### src/rtl/counter_pkg.sv
// Shared types for the counter bank: channel modes, reset mode and a helper for
// sizing the channel-select field.
package counter_pkg;

  typedef enum logic [1:0] {
    MODE_UP     = 2'd0,
    MODE_DOWN   = 2'd1,
    MODE_BOUNCE = 2'd2,
    MODE_HOLD   = 2'd3
  } mode_e;

  localparam mode_e MODE_RESET = MODE_UP;

  // A single-channel bank still needs a one-bit select so out-of-range writes exist.
  function automatic int ch_w(input int n);
    return (n > 1) ? $clog2(n) : 1;
  endfunction

endpackage

### src/rtl/counter_channel.sv
// One counter channel: holds count, bounce direction and mode; steps when told to
// and produces a wrap pulse registered alongside the count.
module counter_channel
  import counter_pkg::*;
#(
  parameter int WIDTH = 8
) (
  input  logic             clk_i,
  input  logic             rst_ni,
  input  logic             step_i,
  input  logic             ld_i,
  input  logic [WIDTH-1:0] ld_val_i,
  input  logic             mode_we_i,
  input  mode_e            mode_i,
  output logic [WIDTH-1:0] count_o,
  output logic             wrap_o
);

  localparam logic [WIDTH-1:0] MAX  = '1;
  localparam logic [WIDTH-1:0] ZERO = '0;
  localparam logic [WIDTH-1:0] ONE  = WIDTH'(1);

  mode_e            mode_q;
  logic             dir_down_q;
  logic [WIDTH-1:0] count_q;
  logic             wrap_q;

  logic             eff_down;
  logic [WIDTH-1:0] bounce_next;

  // A count parked on an end (e.g. after a load) turns around instead of overflowing.
  always_comb begin
    eff_down    = dir_down_q ? (count_q != ZERO) : (count_q == MAX);
    bounce_next = eff_down ? (count_q - ONE) : (count_q + ONE);
  end

  always_ff @(posedge clk_i or negedge rst_ni) begin
    if (!rst_ni) begin
      mode_q     <= MODE_RESET;
      dir_down_q <= 1'b0;
      count_q    <= ZERO;
      wrap_q     <= 1'b0;
    end else begin
      wrap_q <= 1'b0;
      if (mode_we_i) begin
        mode_q <= mode_i;
        if (ld_i) begin
          count_q    <= ld_val_i;
          dir_down_q <= 1'b0;
        end
      end else if (step_i) begin
        case (mode_q)
          MODE_UP: begin
            count_q <= count_q + ONE;
            wrap_q  <= (count_q == MAX);
          end
          MODE_DOWN: begin
            count_q <= count_q - ONE;
            wrap_q  <= (count_q == ZERO);
          end
          MODE_BOUNCE: begin
            count_q <= bounce_next;
            if (bounce_next == MAX) begin
              dir_down_q <= 1'b1;
              wrap_q     <= 1'b1;
            end else if (bounce_next == ZERO) begin
              dir_down_q <= 1'b0;
              wrap_q     <= 1'b1;
            end else begin
              dir_down_q <= eff_down;
            end
          end
          default: begin
          end
        endcase
      end
    end
  end

  assign count_o = count_q;
  assign wrap_o  = wrap_q;

endmodule

### src/rtl/counter_bank.sv
// Bank of NUM_CH independent counters sharing one tick prescaler; drives the
// output pad bus with the packed counts and per-channel wrap pulses.
module counter_bank
  import counter_pkg::*;
#(
  parameter int NUM_CH  = 2,
  parameter int WIDTH   = 8,
  parameter int PRESC_W = 8
) (
  input  logic                      clk_i,
  input  logic                      rst_ni,
  input  logic [NUM_CH-1:0]         en_i,
  input  logic [PRESC_W-1:0]        presc_div_i,
  input  logic                      cfg_we_i,
  input  logic [ch_w(NUM_CH)-1:0]   cfg_ch_i,
  input  mode_e                     cfg_mode_i,
  input  logic                      cfg_load_i,
  input  logic [WIDTH-1:0]          cfg_val_i,
  output logic [NUM_CH*WIDTH-1:0]   count_o,
  output logic [NUM_CH-1:0]         wrap_o
);

  localparam int CH_W = ch_w(NUM_CH);

  logic [PRESC_W-1:0] presc_cnt_q;
  logic               tick;
  logic [NUM_CH-1:0]  cfg_hit;
  logic [NUM_CH-1:0]  step;

  // >= rather than == so lowering the divider below the running count ticks at once.
  assign tick = (presc_cnt_q >= presc_div_i);

  always_ff @(posedge clk_i or negedge rst_ni) begin
    if (!rst_ni) begin
      presc_cnt_q <= '0;
    end else if (tick) begin
      presc_cnt_q <= '0;
    end else begin
      presc_cnt_q <= presc_cnt_q + PRESC_W'(1);
    end
  end

  for (genvar c = 0; c < NUM_CH; c++) begin : g_ch
    assign cfg_hit[c] = cfg_we_i && (cfg_ch_i == CH_W'(c));
    assign step[c]    = tick && en_i[c] && !cfg_hit[c];

    counter_channel #(
      .WIDTH(WIDTH)
    ) u_channel (
      .clk_i    (clk_i),
      .rst_ni   (rst_ni),
      .step_i   (step[c]),
      .ld_i     (cfg_load_i),
      .ld_val_i (cfg_val_i),
      .mode_we_i(cfg_hit[c]),
      .mode_i   (cfg_mode_i),
      .count_o  (count_o[c*WIDTH +: WIDTH]),
      .wrap_o   (wrap_o[c])
    );
  end

endmodule

### config.mk
export PLATFORM = sky130hd
export DESIGN_NAME = counter_bank
export DESIGN_NICKNAME = d
export VERILOG_FILES = /design/src/rtl/counter_pkg.sv /design/src/rtl/counter_channel.sv /design/src/rtl/counter_bank.sv
export SDC_FILE = /design/constraint.sdc
export NUM_CORES = 1
export LEC_CHECK = 0
export ABC_AREA = 1
export BUFFER_PORTS_ARGS = -buffer_cell sky130_fd_sc_hd__buf_2
export CORE_ASPECT_RATIO = 0.9
export CORE_MARGIN = 8
export CORE_UTILIZATION = 60
export DETAILED_ROUTE_END_ITERATION = 12
export PLACE_DENSITY = 0.86
export SKIP_CTS_REPAIR_TIMING = 1
export SYNTH_ARGS = -nofsm -noshare
export SYNTH_HDL_FRONTEND = slang
export SYNTH_HIERARCHICAL = 1
export SYNTH_SLANG_ARGS = --single-unit
### constraint.sdc
create_clock -name clk_i -period 5.23 [get_ports clk_i]
set_input_delay 0.7845 -clock clk_i [delete_from_list [all_inputs] [get_ports clk_i]]
set_output_delay 0.7845 -clock clk_i [all_outputs]
set_load 0.05 [all_outputs]
# Word-level counts from Yosys, hierarchy flattened

Index checks and enable logic that the tools add are counted.

Register bits: 32
Memory bits (read-only): 0
Bits in writable memories: 0
Memories kept: 0
Latch bits: 0
Output and inout bits: 18

Muxes and demuxes: 33
Div/mod/pow operators: 0
Magnitude comparators: 1
Add/sub/neg operators: 5
Shift operators: 0
Bitwise gates (word level): 1
Equality and inequality tests: 10
Reduce and logical (&&, ||, !) cells: 26
$mul: 0

Operators with widths:

| kind                  | number |
|---|---|
| $mux W8               | 8 |
| $pmux W8 S3           | 2 |
| $eq A8 B8 Y1 const B  | 4 |
| $logic_not A8 Y1      | 4 |
| $add A8 B1 Y8 const B | 3 |
| $mux W1               | 21 |
| $reduce_bool A8 Y1    | 2 |
| $sub A8 B1 Y8 const B | 2 |
| $reduce_and A3 Y1     | 4 |
| $ge A8 B8 Y1          | 1 |
| $reduce_bool A2 Y1    | 4 |
| $reduce_bool A4 Y1    | 2 |
| $logic_and A1 B1 Y1   | 6 |
| $pmux W1 S3           | 2 |
| $eq A2 B1 Y1 const B  | 2 |
| $eq A2 B2 Y1 const B  | 2 |
| $logic_not A2 Y1      | 2 |
| $ne A2 B2 Y1 const B  | 2 |
| $logic_not A1 Y1      | 2 |
| $not A1 Y1            | 1 |

# Longest topological paths before layout

Word-level depth: 9
Depth in mapped cells: 17
Gate-level depth less buffers: 17

# Modules after synthesis

Netlist, hierarchy kept.

Modules (own cells, without submodules):

| module          | cells an instance | instances | area an instance (um^2) |
|---|---|---|---|
| counter_channel | 269               | 2         | 1589.0 |
| counter_bank    | 82                | 1         | 651.9 |

# Worst setup path after synthesis

No wires, ideal clock.

Path type: input to register
Start: input presc_div_i[7]
End: register g_ch[0].u_channel.count_q[3]
Stages: 13
Setup slack: 2.585 ns
Data arrival time: 2.517 ns
Data required time: 5.101 ns
Cell sequence: inv_1 > ha_1 > a21o_1 > nor2_4 > nand3_4 > nand2_1 > inv_1 > nand3_1 > nand2_1 > a31oi_1 > inv_2 > o21ai_0 > o22ai_1

Word-level cells in the longest chain between the ends: 5

RTL lines:

| element                             | line                  | RTL |
|---|---|---|
| from (decl)                         | counter_bank.sv:13    | `input logic [PRESC_W-1:0] presc_div_i,` |
| $ge A8 B8 Y1                        | counter_bank.sv:31    | `assign tick = (presc_cnt_q >= presc_div_i);` |
| $logic_and A1 B1 Y1 (2 in series)   | counter_bank.sv:45    | `assign step[c] = tick && en_i[c] && !cfg_hit[c];` |
| via step[0]                         | counter_bank.sv:28    | `logic [NUM_CH-1:0] step;` |
| $reduce_bool A2 Y1 (no source line) | -                     |  |
| $reduce_and A3 Y1 (no source line)  | -                     |  |
| to (signal assigned)                | counter_channel.sv:54 | `count_q <= count_q + ONE;` |
| to (signal assigned)                | counter_channel.sv:58 | `count_q <= count_q - ONE;` |
| to (signal assigned)                | counter_channel.sv:62 | `count_q <= bounce_next;` |
| to (decl)                           | counter_channel.sv:25 | `logic [WIDTH-1:0] count_q;` |

The timed path passes the listed nets, and every way through them passes these cells.
A chain may end at the register's enable or synchronous reset.

# Worst setup path in the final report

Start: input presc_div_i[7]
End: register g_ch[1].u_channel.count_q[4]

Word-level cells in the longest chain between the ends: 5

RTL lines:

| element                             | line |
|---|---|
| $ge A8 B8 Y1                        | counter_bank.sv:31 |
| $logic_and A1 B1 Y1 (2 in series)   | counter_bank.sv:45 |
| via step[1]                         | counter_bank.sv:28 |
| $reduce_bool A2 Y1 (no source line) | - |
| $reduce_and A3 Y1 (no source line)  | - |
| to (signal assigned)                | counter_channel.sv:54 |
| to (signal assigned)                | counter_channel.sv:58 |
| to (signal assigned)                | counter_channel.sv:62 |
| to (decl)                           | counter_channel.sv:25 |

The timed path passes the listed nets, and every way through them passes these cells.

==> metrics <==
status=complete, no violations; routability cong.=1.00; Setup-failing EPs final=0; FFs w/ async S/R, synth=1.00; share of post-route cells with drive strength above 1=0.168; routed wire length=10400 microns; TritonCTS clock tree=yes; reg2reg start=presc_cnt_q[3]; Synth area leader=nand2_1; io pins=43; crit path kind=input port to flip-flop; CTS sink cnt=32; ys flop type=dfrtp_1; Row Count=27; initial antenna violation count=0; YS warnings=6; Synth Register Bits=32; total core area=0.00615 sq mm; most frequent cells after synthesis=216 x nand2_1, 67 x inv_1, 58 x nor2_1; largest net degree at the start of global routing=33; RSZ-0062 raised after global routing=false; syn avg cell area=6.18 sq um; WP data arrival=2.95 ns; most common cell in the netlist=nand2_1; Worst Setup End Kind=flip-flop; # diodes=0; detailed-route via count=4122; worst-skew pair later-pin latency=0.28 ns; fin crit period=2.79 ns; Leakage Power=2.24 nW; vias in the first global route=3674; DRT iter0 DRCs=392; Setup crit start=presc_div_i[7]; TritonRoute pass-1 iters=5; first-pass GRT wire length=17100 microns; drt wl/cell=14.1 microns; synthesized instance count=620; reg-to-reg endpoint=g_ch[1].u_channel/count_o[4]; hpwl dp=8160 microns; sequential-to-total area share from yosys stat=0.209; max-cap viol count=0; worst slack at placement=2.20 ns; CTS Buf Count=5; power after layout=2.29 mW; Post-layout nets=698; largest cells by area after synthesis=nand2_1 21%, dfrtp_1 21%, ha_1 7.5%; Congestion Overflow GR=0; top cell type's share of synthesized area=0.212; actual slew at the worst max-slew pin=0.733 ns; Worst Clk Skew=0.00524 ns; clock root cell=clkbuf_8; H-tree Lvls=2; Crit Path Max Fanout=10; critical path required time=5.39 ns; Die Y=91.8 microns; final core occ=0.662; Hold/Removal Path Class=flip-flop to flip-flop; fmax=359 MHz; final setup TNS=0 ns; Rel. slew slack=0.511; crit path capture=g_ch[1].u_channel/count_o[4]; peak supply drop=0.000415 V; R2R setup slack=2.62 ns; All-Layer GR Usage=0.227; Post-Syn Area=0.00383 sq mm; Initial Util=0.623; Die X=100 microns; Remaining DRCs=0; number of flops mapped to enable cells by yosys=0; fin worst setup slack=2.44 ns; Slew Viols, Final=0; number of buffers added on ports=42; Max Root-Sink Buffers=2; routed vias/inst=5.59; Tcrit/Tclk final=0.533; Worst Reg-to-Reg Cells=15; CP startpoint kind=input port; syn_nets=668; Reg clk slew, reported paths=0.06 ns; Layout area overhead=6.24%; PwrDens=563 mW/mm^2; die area=0.00920 sq mm; Final ANT Viol Nets=0; final hold vios=0; Cell variety after synth=35
[worst min-delay path by stage]
stage | from | end | slack (ns) | depth (start not counted)
finish | presc_cnt_q[0] | presc_cnt_q[0] | 0.50 | 1
floorplan | presc_cnt_q[0] | presc_cnt_q[0] | 0.47 | 1
global placement | presc_cnt_q[0] | presc_cnt_q[0] | 0.49 | 1
global route | presc_cnt_q[0] | presc_cnt_q[0] | 0.52 | 1
detailed placement | presc_cnt_q[0] | presc_cnt_q[0] | 0.49 | 1
CTS | presc_cnt_q[0] | presc_cnt_q[0] | 0.50 | 1
[cell families after synthesis]
family | after synthesis | share of synthesized area
compound gates | 71 | 0.101
buf+inv | 100 | 0.122
flops | 32 | 0.209
simple gates | 384 | 0.470
xor+xnor | 10 | 0.0229
fa+ha+maj | 23 | 0.0751
[registers in the layout, summed over array words and instances (netlist names)]
| name | flops |
|---|---|
| g_ch.u_channel/count_o | 16 |
| presc_cnt_q | 8 |
| g_ch.u_channel/mode_q | 4 |
| g_ch.u_channel/dir_down_q | 2 |
| g_ch.u_channel/wrap_o | 2 |
[critical path, stage by stage]
cell	delay (ns)
buf_2	0.07
inv_1	0.03
ha_1	0.31
a21o_1	0.21
nor2_4	0.12
nand3_4	0.13
nand2_1	0.09
inv_1	0.07
nand3_1	0.13
nand2_1	0.07
a31oi_1	0.52
inv_2	0.19
o21ai_0	0.12
o22ai_1	0.09
[final cells by class]
class                           count  area, sq um
Timing Repair Buffer               43          218
Clock inverter                      1         5.00
Inverter                           80          303
Multi-Input combinational cell    488         2560
Fill cell                         579         2080
Tap cell                           87          109
Sequential cell                    32          801
Clock buffer                        6         72.6
[layout by cell type, fill, tap and decap left out, drive strengths merged]
| cell type | netlist | routed |
|---|---|---|
| a21boi | 2 | 2 |
| a21o | 1 | 1 |
| a21oi | 16 | 16 |
| a22oi | 2 | 2 |
| a31oi | 2 | 2 |
| buf | 14 | 43 |
| clkbuf | 6 | 6 |
| clkinv | 4 | 5 |
| dfrtp | 32 | 32 |
| ha | 23 | 23 |
| inv | 76 | 76 |
| nand2 | 237 | 237 |
| nand3 | 64 | 64 |
| nand3b | 2 | 2 |
| nand4 | 5 | 5 |
| nor2 | 76 | 76 |
| o21ai | 42 | 42 |
| o22ai | 6 | 6 |
| xnor2 | 1 | 1 |
| xor2 | 9 | 9 |
[metrics by stage]
stage	hold WS [ns]	std cells	cell area (sq um)
after floorplan	0.468	620	3830
after global placement	0.491	730	3990
after detailed placement	0.493	730	3990
after CTS	0.501	737	4070
after global routing	0.524	737	4070
final	0.498	737	4070
[routing by layer]
layer / vias to the layer above / routed length (microns) / track usage
met3: 23 / 1100 / 0.0446
li1: 2011 / - / -
met1: 1873 / 4730 / 0.329
met4: 0 / 164 / 0.0591
met5: - / 0 / 0
met2: 215 / 4390 / 0.332
[where the power goes]
| group | leakage [nW] | switching [mW] | internal [mW] |
|---|---|---|---|
| clock network | 0.0410 | 0.0874 | 0.0903 |
| registers | 0.407 | 0.224 | 0.335 |
| logic | 1.79 | 1.08 | 0.475 |
Power figures use the tool's default switching activity.
